File: src/rtl/wash_cycle_controller_if.sv
// Wash controller bus: start/pause/abort and preset times in,
// phase enables, phase code, busy/paused/done and remaining units out.
interface wash_cycle_controller_if;
  logic       start;
  logic       pause;
  logic       abort;
  logic [4:0] wash_time;
  logic [4:0] rinse_time;
  logic [4:0] spin_time;
  logic       wash_en;
  logic       rinse_en;
  logic       spin_en;
  logic [1:0] phase;
  logic       busy;
  logic       paused;
  logic       done;
  logic [7:0] remaining;

  modport master (
    output start, pause, abort,
    output wash_time, rinse_time, spin_time,
    input  wash_en, rinse_en, spin_en,
    input  phase, busy, paused, done, remaining
  );

  modport slave (
    input  start, pause, abort,
    input  wash_time, rinse_time, spin_time,
    output wash_en, rinse_en, spin_en,
    output phase, busy, paused, done, remaining
  );
endinterface

File: src/rtl/wash_cycle_controller.sv
// Wash programme sequencer WASH -> RINSE -> SPIN -> DONE with pause/abort.
// Ports: clk, rst (sync, active-high), bus (slave side of the controller bus).
module wash_cycle_controller #(
  parameter int TICK_DIV = 1
) (
  input logic clk,
  input logic rst,
  wash_cycle_controller_if.slave bus
);

  localparam int PW = (TICK_DIV > 1) ? $clog2(TICK_DIV) : 1;
  localparam logic [PW-1:0] PMAX = PW'(TICK_DIV - 1);

  typedef enum logic [2:0] {
    IDLE, WASH, RINSE, SPIN, DONE
  } state_t;

  state_t        state, state_n;
  logic [4:0]    cnt, cnt_n;
  logic [7:0]    rem, rem_n;
  logic [PW-1:0] presc, presc_n;
  logic [4:0]    wl, wl_n;
  logic [4:0]    rl, rl_n;
  logic [4:0]    sl, sl_n;
  logic          run;
  logic          tick;

  assign run  = (state == WASH) || (state == RINSE) ||
                (state == SPIN);
  assign tick = run && !bus.pause && (presc == PMAX);

  always_ff @(posedge clk) begin
    if (rst) begin
      state <= IDLE;
      cnt   <= '0;
      rem   <= '0;
      presc <= '0;
      wl    <= '0;
      rl    <= '0;
      sl    <= '0;
    end else begin
      state <= state_n;
      cnt   <= cnt_n;
      rem   <= rem_n;
      presc <= presc_n;
      wl    <= wl_n;
      rl    <= rl_n;
      sl    <= sl_n;
    end
  end

  always_comb begin
    state_n = state;
    cnt_n   = cnt;
    rem_n   = rem;
    presc_n = presc;
    wl_n    = wl;
    rl_n    = rl;
    sl_n    = sl;
    if (bus.abort) begin
      state_n = IDLE;
      cnt_n   = '0;
      rem_n   = '0;
      presc_n = '0;
    end else begin
      unique case (state)
        IDLE: begin
          if (bus.start) begin
            wl_n    = bus.wash_time;
            rl_n    = bus.rinse_time;
            sl_n    = bus.spin_time;
            rem_n   = {3'b0, bus.wash_time} +
                      {3'b0, bus.rinse_time} +
                      {3'b0, bus.spin_time};
            presc_n = '0;
            // Enter the first non-empty phase directly.
            if (bus.wash_time != '0) begin
              state_n = WASH;
              cnt_n   = bus.wash_time;
            end else if (bus.rinse_time != '0) begin
              state_n = RINSE;
              cnt_n   = bus.rinse_time;
            end else if (bus.spin_time != '0) begin
              state_n = SPIN;
              cnt_n   = bus.spin_time;
            end else begin
              state_n = DONE;
              cnt_n   = '0;
            end
          end
        end
        WASH, RINSE, SPIN: begin
          if (!bus.pause) begin
            if (tick) begin
              presc_n = '0;
              rem_n   = rem - 8'd1;
              if (cnt == 5'd1) begin
                // Last unit of this phase: skip empty successors.
                if (state == WASH && rl != '0) begin
                  state_n = RINSE;
                  cnt_n   = rl;
                end else if (state != SPIN && sl != '0) begin
                  state_n = SPIN;
                  cnt_n   = sl;
                end else begin
                  state_n = DONE;
                  cnt_n   = '0;
                end
              end else begin
                cnt_n = cnt - 5'd1;
              end
            end else begin
              presc_n = presc + PW'(1);
            end
          end
        end
        DONE: state_n = IDLE;
        default: state_n = IDLE;
      endcase
    end
  end

  always_comb begin
    bus.phase = 2'd0;
    unique case (1'b1)
      state == WASH:  bus.phase = 2'd1;
      state == RINSE: bus.phase = 2'd2;
      state == SPIN:  bus.phase = 2'd3;
      default:        bus.phase = 2'd0;
    endcase
  end

  assign bus.wash_en   = (state == WASH) && !bus.pause;
  assign bus.rinse_en  = (state == RINSE) && !bus.pause;
  assign bus.spin_en   = (state == SPIN) && !bus.pause;
  assign bus.busy      = run;
  assign bus.paused    = run && bus.pause;
  assign bus.done      = (state == DONE);
  assign bus.remaining = rem;

endmodule

File: src/flat_wrapper.sv
// flat-port wrapper written by rule: the top's interface ports become plain ports
module wash_cycle_controller_flat 
#(
  parameter int TICK_DIV = 1
)
  (clk, rst, bus_start, bus_pause, bus_abort, bus_wash_time, bus_rinse_time, bus_spin_time, bus_wash_en, bus_rinse_en, bus_spin_en, bus_phase, bus_busy, bus_paused, bus_done, bus_remaining);
  wash_cycle_controller_if bus_i ();
  input logic clk;
  input logic rst;
  input wire logic [$bits(bus_i.start)-1:0] bus_start;
  input wire logic [$bits(bus_i.pause)-1:0] bus_pause;
  input wire logic [$bits(bus_i.abort)-1:0] bus_abort;
  input wire logic [$bits(bus_i.wash_time)-1:0] bus_wash_time;
  input wire logic [$bits(bus_i.rinse_time)-1:0] bus_rinse_time;
  input wire logic [$bits(bus_i.spin_time)-1:0] bus_spin_time;
  output wire logic [$bits(bus_i.wash_en)-1:0] bus_wash_en;
  output wire logic [$bits(bus_i.rinse_en)-1:0] bus_rinse_en;
  output wire logic [$bits(bus_i.spin_en)-1:0] bus_spin_en;
  output wire logic [$bits(bus_i.phase)-1:0] bus_phase;
  output wire logic [$bits(bus_i.busy)-1:0] bus_busy;
  output wire logic [$bits(bus_i.paused)-1:0] bus_paused;
  output wire logic [$bits(bus_i.done)-1:0] bus_done;
  output wire logic [$bits(bus_i.remaining)-1:0] bus_remaining;
  assign bus_i.start = bus_start;
  assign bus_i.pause = bus_pause;
  assign bus_i.abort = bus_abort;
  assign bus_i.wash_time = bus_wash_time;
  assign bus_i.rinse_time = bus_rinse_time;
  assign bus_i.spin_time = bus_spin_time;
  assign bus_wash_en = bus_i.wash_en;
  assign bus_rinse_en = bus_i.rinse_en;
  assign bus_spin_en = bus_i.spin_en;
  assign bus_phase = bus_i.phase;
  assign bus_busy = bus_i.busy;
  assign bus_paused = bus_i.paused;
  assign bus_done = bus_i.done;
  assign bus_remaining = bus_i.remaining;
  wash_cycle_controller #(.TICK_DIV(TICK_DIV)) u_core (.clk(clk), .rst(rst), .bus(bus_i));
endmodule
File: config.mk
export PLATFORM = sky130hd
export DESIGN_NAME = wash_cycle_controller_flat
export DESIGN_NICKNAME = d
export VERILOG_FILES = /design/src/rtl/wash_cycle_controller_if.sv /design/src/rtl/wash_cycle_controller.sv /design/src/flat_wrapper.sv
export SDC_FILE = /design/constraint.sdc
export NUM_CORES = 1
export LEC_CHECK = 0
export BUFFER_PORTS_ARGS = -buffer_cell sky130_fd_sc_hd__buf_4
export CORE_MARGIN = 1.5
export CORE_UTILIZATION = 45
export DETAILED_ROUTE_END_ITERATION = 12
export GPL_TIMING_DRIVEN = 0
export HOLD_SLACK_MARGIN = 0.03
export PLACE_DENSITY_LB_ADDON = 0.15
export SYNTH_ARGS = -nofsm -noshare
export SYNTH_HDL_FRONTEND = slang
export SYNTH_SLANG_ARGS = --single-unit
File: constraint.sdc
create_clock -name clk -period 1.95 [get_ports clk]
set_input_delay 0.0975 -clock clk [delete_from_list [all_inputs] [get_ports clk]]
set_output_delay 0.0975 -clock clk [all_outputs]
set_load 0.01 [all_outputs]
==> flow_metrics.tcl, run 1 <==
set metrics [dict create \
    yosysSeqAreaShare_pct 26.90 \
    synthMuxAreaShare_pct 0.4981 \
    track_usage_pct 23.88 \
    numClockSinks 27 \
    combPwrFrac_pct 37.8 \
    p_int_mw 0.9938 \
    slew_headroom_pct 63.05 \
    yosys.area_share.simple_pct 22.79 \
    crit_path_max_fanout 6 \
    critPathTopFamily "compound AO/OA/AOI/OAI gates" \
    ys.flop_type "dfxtp_1" \
    routed_wirelength_mm 5.537 \
    drive_above_1_share_pct 21.12 \
    critical_path_class "input pin to flop" \
    dieArea_mm2 0.004876 \
    ant_nets 0 \
    fin_ws_ns 0.05795 \
    path_cells "buf_4, ha_1, a21o_1, a21oi_2, xnor2_1, ha_1, o21ai_1, o21ba_2, o22ai_2, xor2_1, a32o_1" \
    cts_buffers 3 \
    synth-seq-cells 27 \
    synthArstFlopShare_pct 0 \
    htree_num_levels 1 \
    synth_fa_ha_area_share_pct 10.71 \
    fill_cells 439 \
    cp.arrival_ns 2.07 \
    pin_count 36 \
    syn-num-nets 297 \
    vias 2101 \
    met2WireLength_mm 2.446 \
    place_ws_ns -0.2763 \
    crit_slowest_cell "ha_1" \
    reg2reg_depth 5 \
    cpMostUsedCell "ha_1" \
    hold_path.class "input pin to flop" \
    cts-root-buf "clkbuf_8" \
    num_antenna_cells 0 \
    p_sw_share_pct 35.59 \
    drt_first_pass_iters 4 \
    p_sw_mw 0.5492 \
    die_y_um 69.83 \
    post-dp-hpwl_mm 4.229 \
    synth_edf_count 0 \
    netlist_instances 261 \
    drv_cap 0 \
    report.final.slew_viol_count 0 \
    mostFrequentLayoutCell "buf_4" \
    timing.rr.end "u_core.cnt[4]" \
    crit_end "u_core.bus.remaining[5]" \
    rows 24 \
    period_needed_ns 1.892 \
    cts_tree "yes" \
    drt_iter0_drc 132 \
    fin_skew_ns 0.01181 \
    synth_top_family_by_area "compound AO/OA/AOI/OAI gates" \
    ys_warn_count 0 \
    fin_cells 355 \
    p_clk_share_pct 21.8 \
    place.gp.congestion 0.9178 \
    antenna_found_initial 0 \
    start_util_pct 46.47 \
    status "finished clean" \
    crit_path_start "bus_rinse_time[1]" \
    drc 0 \
    clkTransAtPathRegs_ns 0.11 \
    tightest_slew_ns 0.5522 \
    syn_area_per_cell_um2 7.699 \
    post-route-period-util_pct 97.03 \
    area_delta_synth_final_pct 23.47 \
    grt_remaining_overflow 0 \
    nets 340 \
    die_x_um 69.83 \
    cp_num_cells 11 \
    synth_cell_types 50 \
    dr.max_layer_used "met4" \
    cts_buffer_depth 2 \
    wl_per_cell_um 15.60 \
    core_mm2 0.004324 \
    cp-end-kind "flop" \
    cpPeakStageDelay_ns 0.30 \
    path_buf_inv 1 \
    rsz0062_at_grt "true" \
    yosys.area_share.xor_xnor_pct 3.487 \
    finalSetupViolCount 0 \
    routed_via_density 5.918 \
    dp.cells 348 \
    grt_pass1_vias 1979 \
    mostFrequentLayoutCells "37 x buf_4, 27 x dfxtp_1, 25 x nand2_1" \
    ir_drop_mv 0.3080 \
    pwr-share-seq_pct 40.3 \
    timing.rr.start "u_core.rl[0]" \
    io_buffers 35 \
    required_ns 2.12 \
    wl_met3_um 226 \
    p_leak_nw 0.9571 \
    power_density_mw_per_mm2 621.9 \
    r2r_setup_slack_ns 0.09 \
    max_freq_mhz 528.5 \
    hold_viol 0 \
    total_power_mw 1.543 \
    drt-met1-wl_mm 2.805 \
    grt_first_pass_wirelength_mm 9.577 \
    grt_max_degree 16 \
    synth_area_mm2 0.002009 \
    cp-start-kind "input pin" \
    clk_latency_ns 0.28 \
    synth_compound_gate_area_share_pct 31.76 \
]
-- repair_timing --
action                     CTS  global route
setup endpoints to repair    2             9
setup buffers                0             3
cloned                       0             0
resized for setup            1            13
pin swaps                    0             9
hold buffers                 0             0
-- how the worst min path moves through the flow --
| stage | from | endpoint | slack [ns] | cells after the start |
|---|---|---|---|---|
| finish | bus_rinse_time[0] | u_core.rl[0] | 0.07 | 3 |
| global route | bus_rinse_time[0] | u_core.rl[0] | 0.09 | 3 |
| CTS | bus_spin_time[0] | u_core.sl[0] | 0.09 | 3 |
| detailed placement | bus_spin_time[0] | u_core.sl[0] | 0.39 | 3 |
| global placement | bus_spin_time[0] | u_core.sl[0] | 0.39 | 3 |
| floorplan | bus_rinse_time[0] | u_core.rl[0] | 0.23 | 2 |
-- flip-flops by register name, summed over array words and instances (netlist names) --
register / count
u_core.sl: 5
u_core.rl: 5
u_core.presc: 1
u_core.cnt: 5
u_core.bus.remaining: 8
u_core.state: 3
-- final cells by class --
type                       instances  area, um2  share of cell area [%]
multi-input combinational        215       1455                   58.65
clock buffer                       3      41.29                   1.664
inverter                           8      30.03                   1.210
timing repair buffer              38      292.8                   11.80
buffer                            11      51.30                   2.068
clock inverter                     1      5.005                  0.2017
sequential                        27      540.5                   21.79
tap                               52      65.06                   2.622
-- worst reg2reg max path: stages, from the launching register on --
cell	delay [ns]
dfxtp_1	0.34
or4_4	0.55
or3_1	0.34
a21oi_2	0.23
nand2_1	0.08
a311oi_1	0.24
-- per-stage QoR --
step | util [%] | setup TNS [ns] | cell area, um2 | hold slack (ns)
6_report | 57.38 | 0 | 2481 | 0.07061
5_1_grt | 57.38 | -0.1177 | 2481 | 0.08730
4_1_cts | 55.73 | 0 | 2410 | 0.08768
3_5_place_dp | 54.51 | -1.407 | 2357 | 0.3903
3_3_place_gp | 54.51 | -1.308 | 2357 | 0.3890
2_1_floorplan | - | -0.005893 | 2029 | 0.2335
-- synthesized netlist by cell type (7+ instances only) --
| cell | instances | area, um2 |
|---|---|---|
| dfxtp_1 | 27 | 540.5 |
| o21ai_0 | 26 | 130.1 |
| nand2_1 | 25 | 93.84 |
| a21oi_1 | 24 | 120.1 |
| nor2_1 | 19 | 71.32 |
| ha_1 | 14 | 175.2 |
| a31oi_1 | 9 | 56.30 |
| nor3_1 | 9 | 45.04 |
| inv_1 | 8 | 30.03 |
| a21o_1 | 7 | 52.55 |
| clkbuf_1 | 7 | 26.28 |
| nor4_1 | 7 | 43.79 |
-- logic make-up after synthesis --
family	after synthesis
simple gates	91
fa+ha+maj	16
compound gates	99
mux	1
buf+inv	19
xor+xnor	8
flops	27
-- power groups by stage --
stage	sequential, mW	combinational, mW	clock (mW)
2_1_floorplan	0.628	0.384	0
3_3_place_gp	0.632	0.551	0
3_5_place_dp	0.632	0.556	0
4_1_cts	0.620	0.559	0.335
5_1_grt	0.628	0.659	0.363
6_report	0.622	0.584	0.337
-- per-layer routing --
layer	vias up	GRT usage, %
met5	-	0
met4	0	6.838
met3	4	3.198
met2	51	37.04
met1	978	34.66
li1	1068	-
No activity file was read; power rests on OpenSTA's default activity.
==> run 2: changes to the inputs <==
--- a/config.mk
+++ b/config.mk
@@ -11,6 +11,7 @@
 export DETAILED_ROUTE_END_ITERATION = 12
 export GPL_TIMING_DRIVEN = 0
 export HOLD_SLACK_MARGIN = 0.03
+export MAX_ROUTING_LAYER = met4
 export PLACE_DENSITY_LB_ADDON = 0.15
 export SYNTH_ARGS = -nofsm -noshare
 export SYNTH_HDL_FRONTEND = slang
==> flow_metrics.tcl, run 2 (synthesized netlist as in run 1, its figures left out) <==
set metrics [dict create \
    drt_iter0_drc 105 \
    utilization_pct 58.13 \
    cp.arrival_ns 2.09 \
    cts_buffer_depth 2 \
    timing.rr.end "u_core.cnt[2]" \
    final.setup.tns_ns 0 \
    clkTransAtPathRegs_ns 0.09 \
    path_cells "buf_8, ha_4, fa_2, xor2_1, ha_1, a21o_1, a21o_1, a21oi_1, or3_1, a31oi_1" \
    total_power_mw 1.549 \
    cp-end-kind "flop" \
    reg2reg_depth 6 \
    p_clk_share_pct 21.4 \
    routed_wirelength_mm 5.584 \
    die_y_um 69.83 \
    whs_ns 0.06252 \
    status "finished clean" \
    tightest_slew_ns 0.5153 \
    htree_num_levels 1 \
    power_density_mw_per_mm2 616.4 \
    r2r_setup_slack_ns 0.09 \
    io_buffers 35 \
    timing.rr.start "u_core.state[2]" \
    pin_count 36 \
    combPwrFrac_pct 38.4 \
    routed_via_density 5.969 \
    ir_drop_mv 0.2920 \
    drc 0 \
    dieArea_mm2 0.004876 \
    fin_cells 356 \
    ant_nets 0 \
    pwr-share-seq_pct 40.2 \
    mostFrequentLayoutCells "38 x buf_4, 27 x dfxtp_1, 25 x nand2_1, 25 x o21ai_0, 22 x a21oi_1" \
    rsz0062_at_grt "true" \
    antenna_found_initial 0 \
    track_usage_pct 25.01 \
    fin_ws_ns 0.07185 \
    report.final.slew_viol_count 0 \
    critical_path_class "input pin to flop" \
    post-route-period-util_pct 96.32 \
    area_delta_synth_final_pct 25.09 \
    vias 2125 \
    use_met1_pct 34.00 \
    grt_pass1_vias 2087 \
    cpPeakStageDelay_ns 0.37 \
    place.gp.congestion 0.9264 \
    slew_headroom_pct 64.76 \
    clk_latency_ns 0.28 \
    largest_register_ffs 8 \
    grt-busiest-layer "met2" \
    gr-usage-met3_pct 2.907 \
    cts-root-buf "clkbuf_8" \
    fin_skew_ns 0.001885 \
    post-dp-hpwl_mm 4.239 \
    dp.cells 348 \
    p_sw_share_pct 35.54 \
    drv_cap 0 \
    cts_tree "yes" \
    crit_path_max_fanout 4 \
    wl_per_cell_um 15.69 \
    rows 24 \
    place_ws_ns -0.2743 \
    grt_remaining_overflow 0 \
    grt_max_degree 16 \
    p_sw_mw 0.5507 \
    hold_path.class "input pin to flop" \
    num_antenna_cells 0 \
    required_ns 2.17 \
    numClockSinks 27 \
    design_area_mm2 0.002514 \
    cts_buffers 3 \
    grt_first_pass_wirelength_mm 9.694 \
    nets 341 \
    die_x_um 69.83 \
    crit_path_start "bus_rinse_time[0]" \
    crit_slowest_cell "or3_1" \
    core_mm2 0.004324 \
    start_util_pct 46.47 \
    p_leak_nw 0.9703 \
    finalSetupViolCount 0 \
    cpMostUsedCell "a21o_1" \
    hold_buffers 0 \
    period_needed_ns 1.878 \
    drt_first_pass_iters 4 \
    crit_end "u_core.bus.remaining[6]" \
    met2_usage_pct 37.88 \
    mostFrequentLayoutCell "buf_4" \
    drive_above_1_share_pct 22.37 \
    p_int_mw 0.9987 \
    hold_viol 0 \
    cp-start-kind "input pin" \
    max_freq_mhz 532.4 \
    post_dp_cell_area_mm2 0.002357 \
]
==> run 2: changes by cell type in the layout (fill, tap and decap cells not counted), moves of 2 or more <==
| cell | previous run | this run |
|---|---|---|
| buf_6 | 2 | 0 |
| o21ai_1 | 3 | 1 |
| o21ai_0 | 23 | 25 |
| buf_8 | 0 | 2 |
==> run 2: area by class of cell <==
cell class | instances | area [um2]
Buffer | 11 | 48.80
Clock buffer | 3 | 41.29
Clock inverter | 1 | 5.005
Fill cell | 450 | 1810
Inverter | 8 | 30.03
Multi-Input combinational cell | 215 | 1475
Sequential cell | 27 | 540.5
Tap cell | 52 | 65.06
Timing Repair Buffer | 39 | 307.8
==> run 2: what timing repair did <==
item | CTS | global route
buffers inserted | 0 | 4
pin swaps | 0 | 10
gates resized for setup | 1 | 14
setup endpoints to repair | 2 | 19
==> run 2: worst min path at each step <==
stage	end	slack [ns]	cells past startpoint	start
finish	u_core.rl[0]	0.06	3	bus_rinse_time[0]
global placement	u_core.sl[0]	0.39	3	bus_spin_time[0]
CTS	u_core.sl[2]	0.08	3	bus_spin_time[2]
detailed placement	u_core.sl[2]	0.39	3	bus_spin_time[2]
floorplan	u_core.rl[0]	0.23	2	bus_rinse_time[0]
global route	u_core.rl[0]	0.07	3	bus_rinse_time[0]
==> run 2: power groups by stage <==
stage               combinational [mW]  clock [mW]  sequential (mW)
finish                           0.596       0.331            0.623
global route                     0.666       0.352            0.629
CTS                              0.561       0.339            0.620
detailed placement               0.557           0            0.632
global placement                 0.551           0            0.632
floorplan                        0.384           0            0.628
==> run 2: critical path, delay by kind of cell <==
| kind | cells | cell delay [ns] |
|---|---|---|
| AOI/OAI and AO/OA | 4 | 0.52 |
| xor gates and xnor gates | 1 | 0.17 |
| adders and majority gates | 3 | 0.84 |
| buffers and inverters | 1 | 0.11 |
| and+or+nand+nor | 1 | 0.37 |
==> run 2: per-layer routing <==
layer,part of all wire [%],wire (um)
met1,50,2767
met2,45,2497
met3,3.7,209
met5,0,0
met4,2.0,110
==> run 3: changes to the inputs <==
--- a/config.mk
+++ b/config.mk
@@ -5,6 +5,7 @@
 export SDC_FILE = /design/constraint.sdc
 export NUM_CORES = 1
 export LEC_CHECK = 0
+export ABC_AREA = 1
 export BUFFER_PORTS_ARGS = -buffer_cell sky130_fd_sc_hd__buf_4
 export CORE_MARGIN = 1.5
 export CORE_UTILIZATION = 45
==> flow_metrics.tcl, run 3 <==
set metrics [dict create \
    mostFrequentLayoutCells "71 x nand2_1, 44 x inv_1, 40 x a21oi_1" \
    slew_headroom_pct 65.18 \
    min_from "bus_rinse_time[2]" \
    die_x_um 71.37 \
    post-dp-hpwl_mm 4.388 \
    required_ns 2.17 \
    yosysTopAreaCellShare_pct 25.70 \
    total_power_mw 1.870 \
    cts_buffer_depth 2 \
    routed_wirelength_mm 5.456 \
    track_usage_pct 23.18 \
    finalSetupViolCount 0 \
    cp.arrival_ns 2.07 \
    ant_nets 0 \
    yosysTopAreaCell "dfxtp_1" \
    clkTransAtPathRegs_ns 0.10 \
    hold_path.class "input pin to flop" \
    crit_path_max_fanout 5 \
    r2r_setup_slack_ns 0.24 \
    routed_via_density 5.288 \
    area_delta_synth_final_pct 19.69 \
    grt_remaining_overflow 0 \
    drv_cap 0 \
    pin_count 36 \
    ir_drop_mv 0.3597 \
    synth-seq-cells 27 \
    syn-num-nets 368 \
    cp-end-kind "flop" \
    fin_cells 424 \
    wl_per_cell_um 12.87 \
    syn_area_per_cell_um2 6.335 \
    hold_buffers 0 \
    synthTopCellsByCount "71 x nand2_1, 44 x inv_1, 42 x a21oi_1" \
    drc 0 \
    start_util_pct 47.65 \
    yosysMostFrequentCell "nand2_1" \
    fin_skew_ns 0.009753 \
    largest_register_ffs 8 \
    synthArstFlopShare_pct 0 \
    drt_iter0_drc 103 \
    p_leak_nw 1.210 \
    fin_ws_ns 0.1023 \
    final.setup.tns_ns 0 \
    period_needed_ns 1.848 \
    dp.cells 419 \
    drive_above_1_share_pct 15.59 \
    drt_first_pass_iters 4 \
    utilization_pct 57.03 \
    ys_warn_count 0 \
    clk_latency_ns 0.28 \
    vias 2242 \
    grt_pass1_vias 2103 \
    status "finished clean" \
    mostFrequentLayoutCell "nand2_1" \
    grt_max_degree 17 \
    cp-start-kind "input pin" \
    hold_depth 3 \
    report.final.slew_viol_count 0 \
    io_buffers 35 \
    reg2reg_depth 11 \
    synth_edf_count 0 \
    hold_viol 0 \
    cts_buffers 3 \
    grt_first_pass_wirelength_mm 9.239 \
    yosysSeqAreaShare_pct 25.70 \
    power_density_mw_per_mm2 743.0 \
    cts-root-buf "clkbuf_8" \
    netlist_instances 332 \
    core_mm2 0.004414 \
    place.gp.congestion 0.9127 \
    tightest_slew_ns 0.5204 \
    die_y_um 71.37 \
    nets 409 \
    place_ws_ns -0.2896 \
    timing.rr.end "u_core.cnt[3]" \
    min_to "u_core.rl[2]" \
    synth_cell_types 30 \
    rows 24 \
    synthTopCellsByArea "dfxtp_1 26%, nand2_1 13%, a21oi_1 10%, ha_1 8.3%, inv_1 7.9%" \
    cts_tree "yes" \
    post-route-period-util_pct 94.75 \
    antenna_found_initial 0 \
    num_antenna_cells 0 \
    critical_path_class "input pin to flop" \
    max_freq_mhz 541.2 \
    timing.rr.start "u_core.cnt[1]" \
    htree_num_levels 1 \
    dieArea_mm2 0.005093 \
    synth_area_mm2 0.002103 \
    numClockSinks 27 \
    ys.flop_type "dfxtp_1" \
]
run 3: changes by cell type after synthesis, moves of 5 or more:
| cell | previous run | this run |
|---|---|---|
| o21ai_0 | 26 | 32 |
| nand2_1 | 25 | 71 |
| nor4_1 | 7 | 1 |
| a31oi_1 | 9 | 3 |
| a211oi_1 | 5 | 0 |
| a21oi_1 | 24 | 42 |
| a21o_1 | 7 | 1 |
| nand3_1 | 5 | 18 |
| nor2_1 | 19 | 38 |
| clkbuf_1 | 7 | 2 |
| inv_1 | 8 | 44 |
run 3: critical path, stage by stage:
cell and delay (ns):
buf_4 0.14, ha_4 0.16, fa_2 0.37, xor2_1 0.19
ha_2 0.33, a21oi_2 0.18, o21ai_1 0.07, nor2_1 0.14
xor2_1 0.15, nand2_1 0.08, a21oi_2 0.15
run 3: final cells by class:
type / instances / area (um2)
tap: 52 / 65.06
buffer: 8 / 42.54
inverter: 46 / 172.7
sequential: 27 / 540.5
multi-input combinational: 251 / 1378
fill: 452 / 1897
clock buffer: 3 / 41.29
clock inverter: 1 / 7.507
timing repair buffer: 36 / 270.3
run 3: worst max path at each step:
stage / start / endpoint / slack [ns] / depth (start not counted)
2_1_floorplan: bus_rinse_time[0] / u_core.bus.remaining[5] / 0.01 / 12
3_3_place_gp: bus_rinse_time[0] / u_core.bus.remaining[5] / -0.28 / 13
6_report: bus_wash_time[0] / u_core.bus.remaining[5] / 0.10 / 11
5_1_grt: bus_wash_time[0] / u_core.bus.remaining[5] / -0.01 / 13
3_5_place_dp: bus_rinse_time[0] / u_core.bus.remaining[5] / -0.29 / 13
4_1_cts: bus_rinse_time[0] / u_core.bus.remaining[5] / 0.003 / 13
run 3: stage by stage:
| stage | hold slack (ns) | area (um2) |
|---|---|---|
| after floorplan | 0.2394 | 2106 |
| after CTS | 0.1014 | 2482 |
| after global routing | 0.1098 | 2517 |
| after global placement | 0.3772 | 2434 |
| after detailed placement | 0.3836 | 2434 |
| final | 0.1033 | 2517 |
run 3: per-layer routing:
metal  GRT usage [%]  up-vias  part of all wire, %
li1                -     1162                    -
met1           29.82     1032                   46
met5               -        -                    0
met2           39.71       44                   49
met3           2.110        4                  3.8
met4           5.031        0                 0.86
run 3: repair_timing:
item / in CTS / in global routing
buffers inserted: 0 / 1
resized for setup: 0 / 7
endpoints found under the setup margin: 0 / 2
run 3: logic make-up (layout without fill, tap and decap cells):
kind of cell,Yosys count,after routing,share of synthesized area [%]
XOR/XNOR,11,11,4.581
AND/OR/NAND/NOR,141,141,28.38
flip-flops,27,27,25.70
AO/OA/AOI/OAI,83,83,20.88
buffers and inverters,54,94,10.23
adder cells (fa/ha/maj),16,16,10.23
run 3: report_power, final:
group,switching (mW),internal (mW)
logic,0.539,0.355
registers,0.0420,0.604
clock network,0.186,0.145
total,0.767,1.10
